### src/rtl/vid_palette_ctrl.sv
// Palette write-port controller: 4-deep CPU entry FIFO plus range-fill engine, fill has priority.
// Define VID_PALETTE_CTRL_VBLANK_SYNC_EN to hold all commits to vertical blanking.
module vid_palette_ctrl (
  input  logic        clk,
  input  logic        rst_n,
  input  logic        req_valid,
  output logic        req_ready,
  input  logic [7:0]  req_addr,
  input  logic [15:0] req_data,
  input  logic        fill_start,
  input  logic [7:0]  fill_first,
  input  logic [7:0]  fill_last,
  input  logic [15:0] fill_color,
  output logic        fill_busy,
  input  logic        vblank,
  output logic [2:0]  fifo_level,
  output logic [7:0]  pal_w_addr,
  output logic [15:0] pal_w_data,
  output logic        pal_w_ena
);

  typedef enum logic {S_IDLE, S_FILL} state_t;

  state_t      r_state;
  logic [7:0]  r_fifo_addr [4];
  logic [15:0] r_fifo_data [4];
  logic [1:0]  r_wr_ptr;
  logic [1:0]  r_rd_ptr;
  logic [2:0]  r_level;
  logic [7:0]  r_cursor;
  logic [7:0]  r_last;
  logic [15:0] r_color;
  logic        r_fill_busy;
  logic        r_w_ena;
  logic [7:0]  r_w_addr;
  logic [15:0] r_w_data;

  logic w_commit_ok;
  logic w_full;
  logic w_empty;
  logic w_push;
  logic w_pop;
  logic w_step;
  logic w_fill_go;

`ifdef VID_PALETTE_CTRL_VBLANK_SYNC_EN
  assign w_commit_ok = vblank;
`else
  logic w_unused_vblank;
  assign w_unused_vblank = vblank;
  assign w_commit_ok     = 1'b1;
`endif

  assign w_full    = (r_level == 3'd4);
  assign w_empty   = (r_level == 3'd0);
  assign w_push    = req_valid && !w_full;
  // The FIFO only drains while the fill engine is idle, giving fill strict priority.
  assign w_pop     = w_commit_ok && !w_empty && (r_state == S_IDLE);
  assign w_step    = w_commit_ok && (r_state == S_FILL);
  assign w_fill_go = fill_start && (r_state == S_IDLE);

  assign req_ready  = !w_full;
  assign fifo_level = r_level;
  assign fill_busy  = r_fill_busy;
  assign pal_w_ena  = r_w_ena;
  assign pal_w_addr = r_w_addr;
  assign pal_w_data = r_w_data;

  // Payload storage needs no reset: nothing reads it until a valid push or fill latch.
  always_ff @(posedge clk) begin
    if (w_push) begin
      r_fifo_addr[r_wr_ptr] <= req_addr;
      r_fifo_data[r_wr_ptr] <= req_data;
    end
    if (w_fill_go) begin
      r_cursor <= fill_first;
      r_last   <= fill_last;
      r_color  <= fill_color;
    end else if (w_step) begin
      r_cursor <= r_cursor + 8'd1;
    end
  end

  always_ff @(posedge clk or negedge rst_n) begin
    if (!rst_n) begin
      r_state     <= S_IDLE;
      r_wr_ptr    <= 2'd0;
      r_rd_ptr    <= 2'd0;
      r_level     <= 3'd0;
      r_fill_busy <= 1'b0;
      r_w_ena     <= 1'b0;
      r_w_addr    <= 8'd0;
      r_w_data    <= 16'd0;
    end else begin
      if (w_push) r_wr_ptr <= r_wr_ptr + 2'd1;
      if (w_pop)  r_rd_ptr <= r_rd_ptr + 2'd1;
      case ({w_push, w_pop})
        2'b10:   r_level <= r_level + 3'd1;
        2'b01:   r_level <= r_level - 3'd1;
        default: r_level <= r_level;
      endcase

      r_w_ena <= w_pop || w_step;
      if (w_step) begin
        r_w_addr <= r_cursor;
        r_w_data <= r_color;
      end else if (w_pop) begin
        r_w_addr <= r_fifo_addr[r_rd_ptr];
        r_w_data <= r_fifo_data[r_rd_ptr];
      end

      case (r_state)
        S_IDLE: begin
          if (fill_start) begin
            r_state     <= S_FILL;
            r_fill_busy <= 1'b1;
          end
        end
        S_FILL: begin
          // Leave on the step that emits the last index, so busy drops with that write.
          if (w_step && (r_cursor == r_last)) begin
            r_state     <= S_IDLE;
            r_fill_busy <= 1'b0;
          end
        end
        default: begin
          r_state     <= S_IDLE;
          r_fill_busy <= 1'b0;
        end
      endcase
    end
  end

endmodule

### config.mk
export PLATFORM = sky130hd
export DESIGN_NAME = vid_palette_ctrl
export DESIGN_NICKNAME = d
export VERILOG_FILES = /design/src/rtl/vid_palette_ctrl.sv
export SDC_FILE = /design/constraint.sdc
export NUM_CORES = 1
export LEC_CHECK = 0
export BUFFER_PORTS_ARGS = -buffer_cell sky130_fd_sc_hd__buf_4
export CAP_MARGIN = 20
export CORE_UTILIZATION = 50
export CTS_CLUSTER_DIAMETER = 80
export DETAILED_ROUTE_END_ITERATION = 16
export GPL_ROUTABILITY_DRIVEN = 1
export PLACE_DENSITY = 0.83
export RECOVER_POWER = 100
export SKIP_LAST_GASP = 1
export SLEW_MARGIN = 10
export SYNTH_ARGS = -nofsm -noshare
export SYNTH_HDL_FRONTEND = slang
export SYNTH_SLANG_ARGS = --single-unit
### constraint.sdc
create_clock -name clk -period 4.3 [get_ports clk]
set_input_delay 0.86 -clock clk [delete_from_list [all_inputs] [get_ports clk]]
set_output_delay 0.86 -clock clk [all_outputs]
set_load 0.005 [all_outputs]
After elaboration in Yosys (flattened, before gate mapping)
Memory sizes are Yosys's and may differ from the RTL's.
Index checks and enable logic that the tools add are counted.
{"block": "word_totals", "ff_bits": 66, "latchBits": 0, "ram_bits": 96, "mem_bits_ro": 0, "input_bits": 61, "memories": 2}
{"name": "r_fifo_data", "words": 4, "word_bits": 16, "rd": 1, "rd_ports_with_merged_regs": 0, "write_ports": 1, "line_no": "26", "text": "logic [15:0] r_fifo_data [4];"}
{"name": "r_fifo_addr", "words": 4, "word_bits": 8, "rd": 1, "rd_ports_with_merged_regs": 0, "write_ports": 1, "line_no": "25", "text": "logic [7:0] r_fifo_addr [4];"}
{"block": "classes", "n_addsub": 5, "mul": 0, "div_mod_pow": 0, "order_cmp": 0, "n_eq_ne": 6, "n_shift": 0, "muxes": 15, "n_bitwise": 1, "n_reduce_logical": 12}
{"op": "two-way mux 16 bit", "n": 2}
{"op": "two-way mux 8 bit", "n": 4}
{"op": "adder 8 x 1 -> 8 bit, second input constant", "n": 1}
{"op": "equality test 8 bit", "n": 1}
{"op": "two-way mux 1 bit", "n": 6}
{"op": "one-hot mux 3 bit (2 select lines)", "n": 1}
{"op": "nonzero test 2 bit", "n": 3}
{"op": "adder 2 x 1 -> 2 bit, second input constant", "n": 2}
{"op": "logical AND 1 bit", "n": 4}
{"op": "one-hot mux 1 bit (2 select lines)", "n": 2}
{"op": "adder 3 x 1 -> 3 bit, second input constant", "n": 1}
{"op": "equality test 3 bit, second input constant", "n": 1}
{"op": "zero test 3 bit", "n": 1}
{"op": "subtractor 3 x 1 -> 3 bit, second input constant", "n": 1}
{"op": "equality test 2 x 1 -> 1 bit, second input constant", "n": 1}
{"op": "equality test 2 bit, second input constant", "n": 1}
{"op": "zero test 1 bit", "n": 2}
{"op": "inequality test 2 x 1 -> 1 bit, second input constant", "n": 1}
{"op": "inequality test 2 bit, second input constant", "n": 1}
{"op": "AND reduction 2 bit", "n": 1}
{"op": "logical OR 1 bit", "n": 1}
{"op": "NOT 1 bit", "n": 1}

Logic depth before layout (Yosys ltp)
Gate-level depths: netlist (run 1).
{"block": "depth", "ltp_word": 5, "depth_mapped": 11, "mapped_depth_nobuf": 9}

Worst setup path before layout (run 1)
No wires, ideal clock.
{"block": "synth_path", "path_type": "input to register", "start": "in fill_start", "end": "reg r_cursor[2], data pin", "arrival_ps": 2156, "required_time_ps": 3996, "slack_ps": 1839, "stages": 5, "cell_sequence": "nand2b_1 buf_2 inv_1 clkbuf_1 o21ai_0"}
{"block": "synth_between", "elab_chain_len": 2}
{"item": "start: declaration", "line_no": "10", "text": "input logic fill_start,"}
{"item": "logical AND 1 bit", "line_no": "60", "text": "assign w_fill_go = fill_start && (r_state == S_IDLE);"}
{"item": "net w_fill_go", "line_no": "44", "text": "logic w_fill_go;"}
{"item": "two-way mux 8 bit", "line_no": "75", "text": "if (w_fill_go) begin"}
{"item": "end signal: assignment", "line_no": "76", "text": "r_cursor <= fill_first;"}
{"item": "end signal: assignment", "line_no": "80", "text": "r_cursor <= r_cursor + 8'd1;"}
{"item": "end: declaration", "line_no": "30", "text": "logic [7:0] r_cursor;"}
The timed path passes the listed nets, and every way through them passes these cells.
A chain may end at the register's enable or synchronous reset.

Worst setup path after layout (run 1)
{"block": "layout_path", "start": "reg r_state", "end": "reg r_level[1], in the netlist fifo_level[1]"}
{"block": "layout_between", "elab_chain_len": 4, "elab_cells_between_ends": 6, "classes_between": "2 x eq/ne; 1 x mux; 1 x bitwise; 2 x reduce/logical"}
{"item": "start: declaration", "line_no": "24", "text": "state_t r_state;"}
{"item": "start signal: assignment", "line_no": "86", "text": "r_state <= S_IDLE;"}
{"item": "start signal: assignment", "line_no": "115", "text": "r_state <= S_FILL;"}
{"item": "start signal: assignment", "line_no": "122", "text": "r_state <= S_IDLE;"}
{"item": "NOT 1 bit (*)"}
{"item": "logical AND 1 bit (*)", "line_no": "58", "text": "assign w_pop = w_commit_ok && !w_empty && (r_state == S_IDLE);"}
{"item": "net w_pop", "line_no": "42", "text": "logic w_pop;"}
{"item": "equality test 2 x 1 -> 1 bit / equality test 2 bit (equally long branches)", "line_no": "97", "text": "case ({w_push, w_pop})"}
{"item": "one-hot mux 3 bit (2 select lines) / nonzero test 2 bit (equally long branches)"}
{"item": "end signal: assignment", "line_no": "98", "text": "2'b10: r_level <= r_level + 3'd1;"}
{"item": "end signal: assignment", "line_no": "99", "text": "2'b01: r_level <= r_level - 3'd1;"}
{"item": "end signal: assignment", "line_no": "100", "text": "default: r_level <= r_level;"}
{"item": "end: declaration", "line_no": "29", "text": "logic [2:0] r_level;"}
Mark *: on every way through the listed nets, which the timed path passes. The rest lies on a longest branch.

==> results of run 1 <==
layer usage:
metal / up-vias / wire length, µm / track usage
met4: 2 / 136 / 0.0814
met2: 102 / 6200 / 0.347
met3: 12 / 683 / 0.0688
met1: 1639 / 5080 / 0.243
met5: - / 13 / 0
li1: 1531 / - / -
flip-flops by register name (all words and copies together), names as in the netlist, 2 cells and up:
register	count
fifo_level	3
pal_w_addr	8
pal_w_data	16
r_color	16
r_cursor	8
r_fifo_addr	32
r_fifo_data	64
r_last	8
r_rd_ptr	2
r_wr_ptr	2
metrics by stage:
| step | worst slack (ns) | instances | cell area (µm²) | hold slack (ns) | utilization |
|---|---|---|---|---|---|
| after CTS | 1.89 | 623 | 7790 | 0.404 | 0.641 |
| after global routing | 0.910 | 623 | 7660 | 0.552 | 0.630 |
| after floorplan | 1.84 | 344 | 6330 | 0.495 | - |
| after global placement | 1.93 | 591 | 7160 | 0.513 | 0.589 |
| final | 1.13 | 623 | 7660 | 0.521 | 0.630 |
| after detailed placement | 1.91 | 591 | 7160 | 0.514 | 0.589 |
final timing paths:
check | start | endpoint | slack, ns | cells after the start
min | pal_w_addr[5] | pal_w_addr[5] | 0.52 | 2
min reg2reg | pal_w_addr[5] | pal_w_addr[5] | 0.52 | 2
min in group asynchronous | rst_n | fifo_level[1] | 1.04 | 1
max reg2reg | r_state | fifo_level[1] | 1.13 | 7
max in group asynchronous | rst_n | r_rd_ptr[0] | 1.90 | 1
max | r_state | fifo_level[1] | 1.13 | 7
power breakdown:
part	internal (mW)	switching (mW)	leakage, nW	total (mW)
registers	2.06	0.261	1.57	2.32
clock network	0.959	0.620	0.304	1.58
logic	0.502	0.448	0.922	0.951
cells by family (layout without fill, tap and decap cells):
| kind of cell | Yosys count | in the layout | synth area share |
|---|---|---|---|
| flops | 162 | 162 | 0.742 |
| simple gates | 53 | 53 | 0.0490 |
| compound gates | 43 | 43 | 0.0542 |
| buf+inv | 36 | 147 | 0.0269 |
| mux | 26 | 26 | 0.0894 |
| xor+xnor | 17 | 17 | 0.0235 |
| fa+ha+maj | 7 | 7 | 0.0150 |
worst max-delay path: stages (launching register included):
cell and delay [ns]:
dfrtp_1 0.33, clkbuf_1 1.10, or2_2 0.67, inv_1 0.09
ha_1 0.22, inv_1 0.08, fa_1 0.42, mux2i_1 0.17
cells in the final DEF, fill, tap and decap left out, drive strengths merged:
cell      instances
mux2i             1
nand2             8
bufinv            3
clkinvlp          1
or3b              1
nor2              6
o221a            16
fa                1
nor4              2
o21ai            13
or4               1
or3               2
clkbuf          104
edfxtp          128
nand4             1
xor2             12
mux2              1
clkinv            3
a31oi             4
buf              12
a21oi             1
a22oi             8
nand2b           17
o211ai            1
and2              2
mux4             24
or2               1
nor3b             1
dfrtp            34
and3              4
nor3              2
ha                6
inv              24
xnor2             5
nand3             5
area by class of cell:
type | instances | area, µm²
Clock inverter | 12 | 170
Clock buffer | 20 | 457
Sequential cell | 162 | 4700
Tap cell | 168 | 210
Timing Repair Buffer | 96 | 601
Fill cell | 877 | 4500
Multi-Input combinational cell | 146 | 1460
Inverter | 19 | 73.8
==> results.md, run 1 <==
- Longest Clk Path Bufs: 2
- Synth Register Bits: between 150 and 200
- Final hold vios: 0
- # diodes: 0
- Final ANT Viol Nets: 0
- Post-synthesis instance total: ~340
- Vias in the first global route: between 3000 and 4000
- Vias per inst: approximately 5.3
- IO Pins: 91
- Largest net degree at the start of global routing: 35
- GPL Wtd Cong: around 0.78
- Num CTS Buffers: 17
- Die ar.: between 10000 and 15000 µm²
- Asr flop ratio synth: 0.210
- Tmin final: between 3 and 4 ns
- Count of cell types in the netlist: 38
- Hold/Removal Path Class: reg2reg
- P_leak: between 2 and 3 nW
- Drt pass-1 iters: 4
- Cell taking the most area after synthesis: edfxtp_1
- Hold buffers post-CTS: 0
- Drt drc: 0
- Worst Path Arrival: between 3 and 4 ns
- Slew headroom: -0.400
- Final TNS setup: 0 ns
- Die Width: approximately 110 µm
- WL final: approximately 12000 µm
- Gr usage total: 0.205
- Critical Path End Type: flop
- Grt ovf: 0
- Wire length of the first global-routing pass: 19100 µm
- CTS tree: yes
- Sequential area share after synthesis: 0.742
- Max Slew Vio Count: between 150 and 200
- Ys Warns: 0
- Commonest cells in the netlist: edfxtp_1, dfrtp_1, mux4_2
- # rows: 40
- Nets: 510
- Clk pin slew, worst setup/hold paths: 0.06 ns
- Top cell type's share of synthesized area: 0.607
- Most common cell in the synthesized netlist: edfxtp_1
- Period utilisation layout: 0.737
- Layout area overhead: 21.1%
- WL/cell: 19.4 µm
- Outcome: complete, but fails checks
- Violated checks: max-capacitance violations, max-slew violations
- Worst-Skew Late Latency: 0.42 ns
- RSZ-0062 raised after global routing: no
- Clk_skew: 0.0108 ns
- H-tree depth: 4
- Syn_area_per_cell: about 18 µm²
- Port Buffers: a little under 90
- Top cells by area, synth: edfxtp_1, dfrtp_1, mux4_2
- Post-synth EDFFs: 128
- Worst slew pin tran: 2.10 ns
- Post-CTS setup buffers: 0
- Peak VDD IR: 0.590 mV
- Num Clock Sinks: approximately 160
- Antenna violations before repair: 1
- Final total power: 4.85 mW
- Syn nets: around 410
- Core Area: ~12000 µm²
- Setup Viol. Count Final: 0
- Critical Path Fanout Max: 30
- Fmax: roughly 320 MHz
- Netlist Area Pre-Place: between 6000 and 7000 µm²
- Pwr dens: ~630 nW/µm²
- Max_cap viols: 6
- Kind of critical path: reg2reg
- Worst EP required: approximately 4.6 ns
- Hpwl dp: about 7600 µm
- DRT iter0 DRCs: roughly 280
- # resized after CTS: 0
- Primary FF master, synth: edfxtp_1
- Chip Height: between 100 and 150 µm
- Starting Density: 0.520
- Share of layout cells above drive strength 1: 0.286
- Vias after detailed routing: between 3000 and 4000
- Root Driver: clkbuf_16
- Critical Path Source Type: flop
(Power assumes the default switching activity.)
==> run 2: changes to the inputs <==
==> constraint.sdc (replaced) <==
create_clock -name clk -period 3.1 [get_ports clk]
set_input_delay 0.62 -clock clk [delete_from_list [all_inputs] [get_ports clk]]
set_output_delay 0.62 -clock clk [all_outputs]
set_load 0.005 [all_outputs]
==> run 2 against run 1 <==
The flow still finishes with violations (max-capacitance violations, max-slew violations). Critical path depth fell by 3. Via count up 3.3%. Power is 35% higher. Die area stayed put. Fmax is 25% higher. Combinational power grew 42%. Critical path type unchanged. Register-to-register slack lost 0.56 ns. Clock power grew 28%. Wire length down 0.21%. Clock skew decreased by 0.0013 ns. Utilization decreased by 0.31 points. Largest cell class unchanged. Sequential share of layout area rose by 0.29 points.
==> results.md, run 2 (synthesis gave the netlist of run 1 again) <==
- Outcome: complete, but fails checks (unchanged)
- Violated checks: max-capacitance violations, max-slew violations (unchanged)
- Die ar.: 13100 µm² (unchanged)
- # rows: 40 (unchanged)
- Largest regs: r_fifo_data (64), r_fifo_addr (32) (unchanged)
- Peak VDD IR: 0.833 mV (was 0.590 mV)
- Drt drc: 0 (unchanged)
- IO Pins: 91 (unchanged)
- Final non-filler cell total: 626 (was 623)
- Max Slew Vio Count: 135 (was 166)
- Root Driver: clkbuf_16 (unchanged)
- Hold/Removal Path Class: in2reg (was reg2reg)
- Worst Path Arrival: 2.73 ns (was 3.50 ns)
- Max_cap viols: 5 (was 6)
- Critical Path Source Type: flop (unchanged)
- Worst slew pin tran: 2.08 ns (was 2.10 ns)
- Critical Path Fanout Max: 25 (was 30)
- Worst EP required: 3.31 ns (was 4.63 ns)
- Final TNS setup: 0 ns (unchanged)
- Num Clock Sinks: 162 (unchanged)
- H-tree depth: 4 (unchanged)
- Share of layout cells above drive strength 1: 0.284 (was 0.286)
- Port Buffers: 89 (unchanged)
- Nets: 513 (was 510)
- Reg with most FFs: r_fifo_data (unchanged)
- Chip Height: 114 µm (unchanged)
- Critical Path End Type: flop (unchanged)
- Clk_skew: 0.00950 ns (was 0.0108 ns)
- Layout area overhead: 20.5% (was 21.1%)
- Drt pass-1 iters: 5 (was 4)
- Slew headroom: -0.383 (was -0.400)
- Post-CTS setup buffers: 0 (unchanged)
- Tmin final: 2.52 ns (was 3.17 ns)
- Wire length of the first global-routing pass: 18900 µm (was 19100 µm)
- Most frequent cells in the layout: edfxtp_1, clkbuf_4, clkbuf_1 (was edfxtp_1, clkbuf_4, clkbuf_1, dfrtp_1, mux4_2)
- Final ANT Viol Nets: 0 (unchanged)
- Final hold vios: 0 (unchanged)
- Hpwl dp: 7460 µm (was 7570 µm)
- RSZ-0062 raised after global routing: no (unchanged)
- Worst-Skew Late Latency: 0.42 ns (about the same)
- WL/cell: 19.3 µm (was 19.4 µm)
- Core Area: 12200 µm² (unchanged)
- Commonest non-fill, non-tap cell in the layout: edfxtp_1 (unchanged)
- Clk pin slew, worst setup/hold paths: 0.06 ns (about the same)
- Met3 Use GR: 0.0746 (was 0.0688)
- Vias after detailed routing: 3395 (was 3286)
- CTS tree: yes (unchanged)
- Longest Clk Path Bufs: 2 (unchanged)
- Global route hottest layer: met2 (unchanged)
- Grt ovf: 0 (unchanged)
- Largest net degree at the start of global routing: 35 (unchanged)
- Final total power: 6.57 mW (was 4.85 mW)
- # resized after CTS: 0 (unchanged)
- # placed instances: 594 (was 591)
- GPL Wtd Cong: 0.835 (was 0.780)
- Kind of critical path: reg2reg (unchanged)
- Largest register FFs: 64 (unchanged)
- Gr usage total: 0.203 (was 0.205)
- Antenna violations before repair: 0 (was 1)
- Vias in the first global route: 3568 (was 3575)
- Fmax: 396 MHz (was 316 MHz)
- Die Width: 114 µm (unchanged)
- Final core occ: 0.627 (was 0.630)
- Num CTS Buffers: 17 (unchanged)
- Grt met1 use: 0.260 (was 0.243)
- Setup Viol. Count Final: 0 (unchanged)
- DRT iter0 DRCs: 285 (was 283)
- Starting Density: 0.520 (unchanged)
- Period utilisation layout: 0.814 (was 0.737)
- Hold buffers post-CTS: 0 (unchanged)
- Pwr dens: 861 nW/µm² (was 633 nW/µm²)
- Met2 Usage GRT: 0.324 (was 0.347)
- Vias per inst: 5.42 (was 5.27)
- WL final: 12100 µm (about the same)
- # diodes: 0 (unchanged)
- P_leak: 2.78 nW (was 2.80 nW)
-- run 2: cell type report --
type	instances	area, µm²
timing repair buffer	99	613
sequential	162	4690
fill	901	4540
tap	168	210
multi-input combinational	146	1460
clock inverter	12	121
clock buffer	20	457
inverter	19	73.8
-- run 2: stage by stage --
step / hold WS (ns) / setup slack (ns) / instance area (µm²)
after floorplan: 0.324 / 0.826 / 6330
after global placement: 0.493 / 0.860 / 7190
after detailed placement: 0.522 / 0.815 / 7190
after CTS: 0.165 / 0.804 / 7760
after global routing: 0.368 / 0.341 / 7630
final: 0.393 / 0.575 / 7630
-- run 2: worst paths after layout --
path	start	depth (start not counted)	slack (ns)	end
worst max-delay path	fifo_level[0]	4	0.58	pal_w_addr[6]
worst min-delay path	fill_color[8]	1	0.39	r_color[8]
worst max register to register	fifo_level[0]	4	0.58	pal_w_addr[6]
worst min register to register	pal_w_addr[4]	2	0.53	pal_w_addr[4]
max in group asynchronous	rst_n	1	1.11	pal_w_data[5]
min in group asynchronous	rst_n	1	0.80	fifo_level[1]
-- run 2: per-layer routing --
metal | part of all wire | routed length (µm)
met1 | 0.43 | 5230
met2 | 0.50 | 6030
met3 | 0.058 | 698
met4 | 0.010 | 125
met5 | 0 | 0
-- run 2: worst max-delay path: stages, from the launching register on --
cell and delay (ns):
dfrtp_1 0.46, nor3_1 0.38, or2_2 0.19, clkbuf_1 0.95, o21ai_0 0.34
-- run 2: power by group --
group	internal, mW	switching, mW	leakage, nW
logic	0.705	0.642	0.929
registers	2.86	0.343	1.57
clock network	1.17	0.854	0.276
